==> config.mk <==
export PLATFORM = sky130hd
export DESIGN_NAME = exe_mem_stage
export DESIGN_NICKNAME = d
export VERILOG_FILES = /design/src/rtl/exe_mem_stage_pkg.sv /design/src/rtl/exe_store_align.sv /design/src/rtl/exe_mem_stage.sv
export SDC_FILE = /design/constraint.sdc
export NUM_CORES = 1
export LEC_CHECK = 0
export BUFFER_PORTS_ARGS = -buffer_cell sky130_fd_sc_hd__buf_2
export CAP_MARGIN = 20
export CORE_UTILIZATION = 57
export DETAILED_ROUTE_END_ITERATION = 8
export GPL_TIMING_DRIVEN = 0
export PLACE_DENSITY = 0.83
export SLEW_MARGIN = 20
export SYNTH_ARGS = -nofsm -noshare
export SYNTH_HDL_FRONTEND = slang
export SYNTH_SLANG_ARGS = --single-unit
==> constraint.sdc <==
create_clock -name clk -period 4.84 [get_ports clk]
set_clock_uncertainty 0.05 [all_clocks]
set_input_delay 1.21 -clock clk [delete_from_list [all_inputs] [get_ports clk]]
set_output_delay 1.21 -clock clk [all_outputs]
set_load 0.02 [all_outputs]
==> src/rtl/exe_mem_stage_pkg.sv <==
// Shared encodings and field widths for the EX-to-MEM pipeline stage.
package exe_mem_stage_pkg;

  localparam int unsigned MEM_SIZE_W = 2;
  localparam int unsigned WSTRB_W    = 4;
  localparam int unsigned BYTE_OFF_W = 2;

  // Access size as carried by the instruction; the reserved code behaves as a word.
  typedef enum logic [MEM_SIZE_W-1:0] {
    MEM_SIZE_BYTE = 2'd0,
    MEM_SIZE_HALF = 2'd1,
    MEM_SIZE_WORD = 2'd2,
    MEM_SIZE_RSVD = 2'd3
  } mem_size_e;

  localparam logic [WSTRB_W-1:0] WSTRB_NONE    = 4'b0000;
  localparam logic [WSTRB_W-1:0] WSTRB_ALL     = 4'b1111;
  localparam logic [WSTRB_W-1:0] WSTRB_LO_HALF = 4'b0011;
  localparam logic [WSTRB_W-1:0] WSTRB_HI_HALF = 4'b1100;

endpackage

==> src/rtl/exe_store_align.sv <==
// Store data replication, byte-strobe generation and alignment check.
module exe_store_align
  import exe_mem_stage_pkg::*;
#(
  parameter int unsigned DATA_WIDTH = 32
) (
  input  logic [MEM_SIZE_W-1:0] size,
  input  logic [BYTE_OFF_W-1:0] off,
  input  logic [DATA_WIDTH-1:0] rt,
  input  logic                  wr,
  output logic [DATA_WIDTH-1:0] wdata,
  output logic [WSTRB_W-1:0]    wstrb,
  output logic                  misalign
);

  // Decode access size into lane-replicated data, strobes and misalignment.
  always_comb begin
    wdata    = rt;
    wstrb    = WSTRB_ALL;
    misalign = 1'b0;
    case (mem_size_e'(size))
      MEM_SIZE_BYTE: begin
        wdata = {(DATA_WIDTH/8){rt[7:0]}};
        wstrb = 4'b0001 << off;
      end
      MEM_SIZE_HALF: begin
        wdata    = {(DATA_WIDTH/16){rt[15:0]}};
        wstrb    = off[1] ? WSTRB_HI_HALF : WSTRB_LO_HALF;
        misalign = off[0];
      end
      default: begin
        wdata    = rt;
        wstrb    = WSTRB_ALL;
        misalign = (off != 2'b00);
      end
    endcase
    if (!wr) wstrb = WSTRB_NONE;
  end

endmodule

==> src/rtl/exe_mem_stage.sv <==
// EX-to-MEM pipeline register with exception qualification and a two-entry skid buffer.
module exe_mem_stage
  import exe_mem_stage_pkg::*;
#(
  parameter int unsigned DATA_WIDTH = 32,
  parameter int unsigned REG_ADDR_W = 5
) (
  input  logic                  clk,
  input  logic                  rst,
  input  logic                  flush,
  input  logic                  in_valid,
  output logic                  in_ready,
  input  logic [DATA_WIDTH-1:0] in_alu_result,
  input  logic                  in_overflow,
  input  logic                  in_ov_trap_en,
  input  logic [DATA_WIDTH-1:0] in_rt_data,
  input  logic [REG_ADDR_W-1:0] in_dest,
  input  logic                  in_reg_we,
  input  logic                  in_mem_rd,
  input  logic                  in_mem_wr,
  input  logic [MEM_SIZE_W-1:0] in_mem_size,
  input  logic                  in_mem_sign,
  input  logic [DATA_WIDTH-1:0] in_pc,
  output logic                  out_valid,
  input  logic                  out_ready,
  output logic [DATA_WIDTH-1:0] out_addr,
  output logic [DATA_WIDTH-1:0] out_result,
  output logic [DATA_WIDTH-1:0] out_wdata,
  output logic [WSTRB_W-1:0]    out_wstrb,
  output logic                  out_mem_rd,
  output logic                  out_mem_wr,
  output logic                  out_reg_we,
  output logic [REG_ADDR_W-1:0] out_dest,
  output logic [MEM_SIZE_W-1:0] out_mem_size,
  output logic                  out_mem_sign,
  output logic [BYTE_OFF_W-1:0] out_byte_off,
  output logic [DATA_WIDTH-1:0] out_pc,
  output logic                  out_exc_ov,
  output logic                  out_exc_adel,
  output logic                  out_exc_ades
);

  typedef struct packed {
    logic [DATA_WIDTH-1:0] result;
    logic [DATA_WIDTH-1:0] wdata;
    logic [DATA_WIDTH-1:0] pc;
    logic [WSTRB_W-1:0]    wstrb;
    logic                  mem_rd;
    logic                  mem_wr;
    logic                  reg_we;
    logic [REG_ADDR_W-1:0] dest;
    logic [MEM_SIZE_W-1:0] mem_size;
    logic                  mem_sign;
    logic                  exc_ov;
    logic                  exc_adel;
    logic                  exc_ades;
  } entry_t;

  entry_t                main_q, skid_q, dec;
  logic                  main_v, skid_v, rdy_q;
  logic                  main_v_n, skid_v_n;
  logic                  ld_main_skid, ld_main_in, ld_skid;
  logic                  in_fire;
  logic [DATA_WIDTH-1:0] al_wdata;
  logic [WSTRB_W-1:0]    al_wstrb;
  logic                  al_misalign;
  logic                  exc_any;

  exe_store_align #(.DATA_WIDTH(DATA_WIDTH)) u_align (
    .size     (in_mem_size),
    .off      (in_alu_result[BYTE_OFF_W-1:0]),
    .rt       (in_rt_data),
    .wr       (in_mem_wr),
    .wdata    (al_wdata),
    .wstrb    (al_wstrb),
    .misalign (al_misalign)
  );

  // Decode the incoming instruction into the entry format; overflow masks address errors.
  always_comb begin
    dec          = '0;
    dec.result   = in_alu_result;
    dec.wdata    = al_wdata;
    dec.pc       = in_pc;
    dec.dest     = in_dest;
    dec.mem_size = in_mem_size;
    dec.mem_sign = in_mem_sign;
    dec.exc_ov   = in_overflow & in_ov_trap_en;
    dec.exc_adel = al_misalign & in_mem_rd & ~dec.exc_ov;
    dec.exc_ades = al_misalign & in_mem_wr & ~dec.exc_ov;
    exc_any      = dec.exc_ov | dec.exc_adel | dec.exc_ades;
    dec.mem_rd   = in_mem_rd & ~exc_any;
    dec.mem_wr   = in_mem_wr & ~exc_any;
    dec.reg_we   = in_reg_we & ~exc_any;
    dec.wstrb    = exc_any ? WSTRB_NONE : al_wstrb;
  end

  assign in_fire = in_valid & rdy_q;

  // Skid control: main refills from skid first, overflow beats park in skid.
  always_comb begin
    main_v_n     = main_v;
    skid_v_n     = skid_v;
    ld_main_skid = 1'b0;
    ld_main_in   = 1'b0;
    ld_skid      = 1'b0;
    if (flush) begin
      main_v_n = 1'b0;
      skid_v_n = 1'b0;
    end else if (!main_v || out_ready) begin
      if (skid_v) begin
        ld_main_skid = 1'b1;
        main_v_n     = 1'b1;
        skid_v_n     = 1'b0;
      end else if (in_fire) begin
        ld_main_in = 1'b1;
        main_v_n   = 1'b1;
      end else begin
        main_v_n = 1'b0;
      end
    end else if (in_fire) begin
      ld_skid  = 1'b1;
      skid_v_n = 1'b1;
    end
  end

  // Entry registers; in_ready is registered from next skid state so out_ready never reaches it.
  always_ff @(posedge clk) begin
    if (rst) begin
      main_v <= 1'b0;
      skid_v <= 1'b0;
      rdy_q  <= 1'b0;
      main_q <= '0;
      skid_q <= '0;
    end else begin
      main_v <= main_v_n;
      skid_v <= skid_v_n;
      rdy_q  <= ~skid_v_n;
      if (ld_main_skid)    main_q <= skid_q;
      else if (ld_main_in) main_q <= dec;
      if (ld_skid)         skid_q <= dec;
    end
  end

  assign in_ready     = rdy_q;
  assign out_valid    = main_v;
  assign out_addr     = main_q.result;
  assign out_result   = main_q.result;
  assign out_wdata    = main_q.wdata;
  assign out_wstrb    = main_q.wstrb;
  assign out_mem_rd   = main_q.mem_rd;
  assign out_mem_wr   = main_q.mem_wr;
  assign out_reg_we   = main_q.reg_we;
  assign out_dest     = main_q.dest;
  assign out_mem_size = main_q.mem_size;
  assign out_mem_sign = main_q.mem_sign;
  assign out_byte_off = main_q.result[BYTE_OFF_W-1:0];
  assign out_pc       = main_q.pc;
  assign out_exc_ov   = main_q.exc_ov;
  assign out_exc_adel = main_q.exc_adel;
  assign out_exc_ades = main_q.exc_ades;

endmodule

==> metrics list, run 1 <==
- Internal power summed over all cells: ~3300 uW
- After detailed placement, the total cell area comes to ~0.011 sq mm.
* Setup bufs post-CTS: 0
- Number of H-tree levels: 1
* Kind of start point of the critical path: input port
- The via count of the first global-routing pass is 8,754.
* Number of clock sinks seen by CTS: approximately 230
- For this design the top-level I/O count stands at 264.
* Number of storage elements in the synthesis netlist: ~230
- Achievable Freq: about 0.37 GHz
- Of the available clock period, the critical path in the final layout requires 56.33%.
- After floorplanning, the core was divided into between 40 and 50 placement rows.
- Initial standard-cell utilization of the core: 58.38%
- Switching share of power: between 20% and 30%
* Slack of the worst reg-to-reg path: between 2 and 3 ns
* Final worst hold slack: between 0.4 and 0.5 ns
- With fillers left out, the area of the finished cells amounts to about 0.012 sq mm.
- The worst hold path was traced through 2 stages.
- Antenna violations before repair: 3
- After global routing the overflow that remains totals 0.
- Cell at the root of the clock tree: sky130_fd_sc_hd__clkbuf_16
- After synthesis, the most frequently instantiated cells are sky130_fd_sc_hd__nand2_1 (411), sky130_fd_sc_hd__dfxtp_1 (231), sky130_fd_sc_hd__a21oi_1 (142).
- In this run the power spent charging and discharging nets is around 1100 uW.
- Relative to the synthesized area, the layout overhead comes to 24.63%.
- Endpoint with the worst hold slack: out_mem_wr
- Detailed routing inserted a total of between 9k and 10k vias.
- In this run the tightest slew margin relative to its limit is a little over half.
- At the pin with the least slew margin, the transition time is 0.7136 ns.
* Clock latency of the later-clocked register in the worst-skew pair: 0.51 ns
- Top-area cell type share of the netlist area: a little under half
- Data arrives at the worst endpoint at 3.05 ns.
- The cell count after synthesis came out at between 1k and 1.5k.
- Worst Setup Path Type: in -> reg
- For this run, design rule violations remaining after detail routing come to 0.
* Setup repair after global routing missed its margin: false
* Dominant synthesized flop cell: sky130_fd_sc_hd__dfxtp_1
- The startpoint identified for the worst register-to-register timing path is in_ready.
- Measured along the x axis, the die boundary spans approximately 130 um.
- For this run, the number of Yosys warnings is 0.
- The run finished with clean final reports.
- The analysis attributes to cell leakage a power of ~0.0050 uW.
* CTS tree: yes
- In this run, synthesis inferred 0 flip-flops with an integrated enable.
* Final wirelength: 28,620 um
* Endpoint of the most critical register-to-register path: out_wdata[6]
- First-pass GRT wire length: roughly 45,000 um
* Initial DRT Pass Iterations: 6
- Using the TritonRoute via totals, the vias-per-cell ratio works out to 5.652.
* Overall die height: approximately 130 um
- Fraction of final layout cells sized beyond drive strength 1: approximately a quarter
- In the final layout, flip-flops and latches occupy approximately 0.0046 sq mm.
* Number of distinct library cell variants in the gate-level netlist after synthesis: 38
* Crit-path max FO: 10
- Post-Route Utilization: between 70% and 80%
- Counting cells, the worst reg-to-reg path comes to 5.
* Placed wire-length estimate after detailed placement: 20,140 um
- At the worst endpoint, the required time is 5.16 ns.
* Library cell with the largest summed area after synthesis: sky130_fd_sc_hd__dfxtp_1
- Multi-input logic area: 0.004248 sq mm
* Max cap viols: 0
- Global placer's final weighted congestion: about 0.9
* Setup_tns: 0 ns
* Synthesized cell area: between 0.009 and 0.01 sq mm
- Clock power frac: between 40% and 50%
- The final hold violation count was 0.
- Setup violations remaining at the end of the flow were counted as 0.
* Leading cell type by number of instances after synthesis: sky130_fd_sc_hd__nand2_1
- Clock-pin slew was measured on the worst setup and hold paths at roughly 0.06 ns.
* Filler Cells Inserted: 1,309
* Violation count after the first detailed-route iteration: between 700 and 800
- Number of max-slew violations in the final report: 0
* Pin count of the biggest net entering global routing: 15
- Resized Gates After CTS: 0
* Power Dens Cells: between 300 and 400 mW/mm^2
- IR analysis of the VDD net gives a maximum drop of 0.2465 mV.
- The core region is approximately 0.017 sq mm.
- Buffers inserted to repair hold after CTS numbered 0.
- The die covers around 0.017 sq mm.
* Share of synthesized flip-flops with an asynchronous set or reset: 0%
- In this run the remaining antenna-violating nets after routing total 0.
- Capturing element type of the critical path: register
- Number of buffers between clock root and the deepest sink: 3
- By area the synthesized netlist is led by sky130_fd_sc_hd__dfxtp_1 (48%), sky130_fd_sc_hd__nand2_1 (16%), sky130_fd_sc_hd__a21oi_1 (7.4%), sky130_fd_sc_hd__a311oi_1 (7.4%), sky130_fd_sc_hd__nor2_1 (3.7%).
* Global-route total usage across every layer: between 30% and 40%
- Post-route minimum period: between 2 and 3 ns
- Synth Area per Inst: between 7 and 8 sq um
* Worst hold path type: reg -> reg
- Cts bufs inserted: 23
- The share of the Yosys chip area taken by registers is between 40% and 50%.
* Min-Delay Startpoint: out_mem_wr
- Combinational cells account for between 10% and 20% of the total power.
- Mean routed wirelength per cell: roughly 16 um
* Relative contribution of sequential cells to total power: a little under half
- The number of nets handed over by synthesis was about 1.3k.
- Buffers placed on the I/O ports in this run total between 200 and 300.
- In the final design database the tool counted between 1.5k and 2k nets.
-- cells by family (layout without fill, tap and decap cells) --
group           count (synthesis)  after routing  synth area share (%)
compound gates                286            286                 19.71
simple gates                  531            531                 21.45
mux                            24             24                 2.594
flops                         231            231                 47.94
xor+xnor                        3              3                0.2724
other cells                     0              3                     0
buf+inv                       145            443                 8.029
-- per-layer routing --
metal | part of all wire [%] | track usage, % | wire [um] | vias to the layer above
met5 | 0 | 0 | 0 | -
met1 | 41 | 42.98 | 11810 | 4569
li1 | - | - | - | 4695
met3 | 9.4 | 5.037 | 2685 | 73
met2 | 46 | 51.35 | 13240 | 503
met4 | 3.1 | 11.82 | 874 | 0
-- worst max path at each step --
stage	startpoint	end	slack, ns	cells past startpoint
after global routing	in_valid	out_wdata[6]	2.01	6
after CTS	in_valid	out_wdata[2]	2.14	6
after detailed placement	in_valid	out_wdata[4]	1.63	6
after floorplan	flush	skid_q[100]	2.36	7
after global placement	in_valid	out_pc[26]	1.61	6
final	in_valid	out_wdata[6]	2.11	6
-- area by class of cell --
class,count,area share [%]
plain buffers,145,6.442
diodes,3,0.06244
clock inverters,8,1.197
multi-input cells,844,35.33
repair buffers,257,10.70
well taps,220,2.290
clock buffers,33,5.516
flip-flops and latches,231,38.46
-- layout by cell type, fill, tap and decap left out, drive strengths merged, types with 7 or more instances in the layout --
master,instances
a311oi,81
buf,353
o211ai,8
a211oi,9
nand2,411
mux2,8
o21ai,16
clkbuf,82
a21oi,142
nor3,7
o221ai,23
mux2i,16
dfxtp,231
nor2,97
-- critical path, stage by stage --
cell	delay (ns)
sky130_fd_sc_hd__buf_2	0.09
sky130_fd_sc_hd__a21oi_1	0.14
sky130_fd_sc_hd__nor3_2	0.51
sky130_fd_sc_hd__clkbuf_1	0.61
sky130_fd_sc_hd__buf_2	0.36
sky130_fd_sc_hd__a311oi_1	0.13
-- registers in the layout, indices dropped and copies added (netlist names), 2 cells and up --
signal and count:
out_wdata 32, out_wstrb 4, skid_q 114, out_mem_size 2, out_dest 5, out_addr 32
out_pc 32
-- power by group through the flow --
stage | registers (uW) | clock network (uW) | logic (uW)
4_1_cts | 1980 | 1920 | 433
6_report | 1980 | 1910 | 438
3_3_place_gp | 2020 | 0 | 426
2_1_floorplan | 2070 | 0 | 206
5_1_grt | 1980 | 2010 | 470
3_5_place_dp | 2020 | 0 | 430
-- stage by stage --
stage,worst slack (ns),std cells,total power (uW)
3_3_place_gp,1.606,1697,2443
4_1_cts,2.145,1738,4330
3_5_place_dp,1.629,1697,2449
5_1_grt,2.013,1741,4459
2_1_floorplan,2.359,1220,2277
6_report,2.114,1741,4329
(Power assumes the default switching activity.)
==> run 2, diff against run 1 <==
CORE_UTILIZATION = 47   (was 57)
PLACE_DENSITY = 0.73   (was 0.83)
clock period = 2.3 ns   (was 4.84 ns; I/O delays follow)
==> run 2 against run 1 <==
Effect of this change:
- critical endpoint unchanged
- first-iteration DRC count fell by 21%
- count of clock-buffer cells in the layout rose by 3
- utilization fell by 13 points
==> metrics list, run 2 (synthesis results as in run 1) <==
- The share of post-route cells with drive strength above 1 came to 26.69% (+0.21 points).
- Area of the placeable core: 0.02017 sq mm (+22%)
- Setup bufs post-CTS: 0 (unchanged)
- Setup repair after global routing missed its margin: false
- The TritonCTS buffer count was 24 (+4.3%).
- Final hold violation count: 0 (unchanged)
* # IOs: 264 (unchanged)
* Number of vias per cell: 5.334 (-5.6%)
- Non-filler instance count after layout: 1,795 (+3.1%)
* Initial standard-cell utilization of the core: 47.83% (-11 points)
- Least-Margin Pin Slew: 0.7583 ns (+0.04468 ns)
- Setup_tns: 0 ns (unchanged)
- The peak fanout along the critical path was 10 (unchanged).
- The critical path in this run is classified as reg -> reg.
- The overall routing resource usage was 27.27% (-4.5 points).
* Initial DRT Pass Iterations: 6 (unchanged)
* DRC violation count after routing: 0 (unchanged)
- Pin count of the biggest net entering global routing: 14 (-1)
- The final weighted congestion in routability-driven placement is 0.8859 (-2.8%).
- Die Footprint: 0.02110 sq mm (+21%)
* Number of clock sinks seen by CTS: 231 (unchanged)
- Derived from the worst setup path, the maximum achievable clock frequency is 0.4820 GHz.
- The arrival time of data at the critical path endpoint was 2.44 ns (-0.61 ns).
- In this design, the largest share of critical-path delay is due to buffers and inverters.
* Number of buffers between clock root and the deepest sink: 3 (unchanged)
- Area added between synthesis and finish: 25.16%
* CTS tree: yes
- The maximum vdd ir drop is 0.4600 mV (+87%).
- Leaving out fill and tap cells, the most frequent cells in the layout are sky130_fd_sc_hd__nand2_1 (411), sky130_fd_sc_hd__buf_2 (306), sky130_fd_sc_hd__dfxtp_1 (231).
- The relative slew slack was 49.45% (-3.0 points).
- Counting I/O delays and the setup requirement, the final critical path takes just over 2 ns.
- Mean routed wirelength per cell: 16.22 um (-1.3%)
- DRT antenna net count: 0 (unchanged)
* Count of input and output buffers: 257 (unchanged)
- The register cell area after layout came to 0.004624 sq mm (unchanged).
- Cell at the root of the clock tree: sky130_fd_sc_hd__clkbuf_16
- Floorplan row count: 52 (+11%)
- The tightest hold margin was 0.2002 ns (-0.2004 ns).
* Most frequent standard cell in the layout excluding fill and tap cells: sky130_fd_sc_hd__nand2_1
- The clock-pin slew of the registers on the worst-case setup and hold paths came to 0.06 ns (about the same).
* GR Overflow Total: 0 (unchanged)
- The total of max-cap violations came to 0 (unchanged).
* Count of final setup violators: 0 (unchanged)
* Total leakage power: 0.005031 uW (about the same)
- The die extent in x is 145.3 um (+10%).
- Number of H-tree levels: 1 (unchanged)
- Walking the worst path, the cells encountered are a21oi_1 > nor3_2 > buf_4 > buf_2 > nor2_1 > a311oi_1.
* Tcrit/Tclk final: 90.20%
- Filler Cells Inserted: 1,896 (+45%)
- The clock latency on the worst-skew pair came to 0.52 ns (about the same).
* First-pass GRT wire length: 46,500 um (+3.8%)
* Largest stage delay on the critical path: 0.47 ns (-0.14 ns)
- Kind of start point of the critical path: register
* Placed wire-length estimate after detailed placement: 21,100 um (+4.8%)
* Via count of the first global-routing pass: 8,760 (+0.069%)
- Multi-input logic area: 0.004248 sq mm (unchanged)
- The count of buffering cells on the critical path with inverters included came to 2 (-1).
- Power Dens Cells: 741.8 mW/mm^2 (+110%)
- The worst setup path is captured at a register.
- Via count: 9,575 (-2.7%)
* Antenna violations before repair: 3 (unchanged)
- Result of the run: finished clean
- The endpoint required time on the critical path was 2.67 ns (-2.49 ns).
- Worst hold path type: in -> reg
- The total routed wirelength came to 29,120 um (+1.8%).
- Final net count: 1,617 (+0.062%)
* Largest reg by FF count: skid_q
- Number of max-slew violations in the final report: 0 (unchanged)
- Number of flip-flops in the largest register: 114 (unchanged)
- The initial detailed-routing violation count was 605 (-21%).
- For this design, the slowest cell found on the critical path is sky130_fd_sc_hd__nor3_2.
- The number of instances in the placed design came to 1,747 (+2.9%).
* Overall die height: 145.3 um (+10%)
==> run 2: timing repair <==
item                                    in CTS  in global routing
endpoints found under the setup margin       0                 60
hold buffers                                 0                  0
gates resized for setup                      0                  2
==> run 2: routing by layer <==
layer | wire, um | GRT usage, % | vias up
li1 | - | - | 4698
met1 | 12540 | 36.49 | 4400
met2 | 13430 | 44.28 | 401
met3 | 2042 | 3.836 | 76
met4 | 1113 | 10.95 | 0
met5 | 0 | 0 | -
==> run 2: worst reg2reg max path: cells and delay by family (launching register included) <==
family / cells / cell delay, ns
simple gates: 2 / 0.56
buf+inv: 2 / 0.58
compound gates: 2 / 0.43
flops: 1 / 0.35
==> run 2: final timing paths <==
path                               startpoint             to  slack, ns  cells past startpoint
worst max register to register       in_ready   out_wdata[6]       0.23                      6
worst max-delay path                 in_ready   out_wdata[6]       0.23                      6
worst min-delay path                    flush      out_valid       0.20                      2
worst min register to register  out_wdata[16]  out_wdata[16]       0.40                      2
==> run 2: final cells by class <==
cell class | instances | area share, %
sequential | 231 | 38.30
multi-input combinational | 844 | 35.18
timing repair buffer | 257 | 10.65
buffer | 145 | 6.425
clock buffer | 36 | 6.021
tap | 270 | 2.798
clock inverter | 8 | 0.5389
antenna | 4 | 0.08290
==> run 2: through the flow <==
step	total power (uW)	setup WS [ns]	cell area [sq um]	utilization (%)
2_1_floorplan	4791	0.4536	9647	-
3_3_place_gp	5150	-0.2772	11270	55.88
3_5_place_dp	5161	-0.2793	11270	55.88
4_1_cts	9013	0.02866	12060	59.81
5_1_grt	9279	0.07027	12070	59.84
6_report	8956	0.2255	12070	59.86
==> run 2: power breakdown <==
| group | internal [uW] | leakage (uW) | switching, uW | total [uW] |
|---|---|---|---|---|
| clock network | 2290 | 0.000399 | 1590 | 3880 |
| registers | 4100 | 0.00187 | 58.8 | 4160 |
| logic | 343 | 0.00276 | 577 | 920 |
| total | 6730 | 0.00503 | 2220 | 8960 |
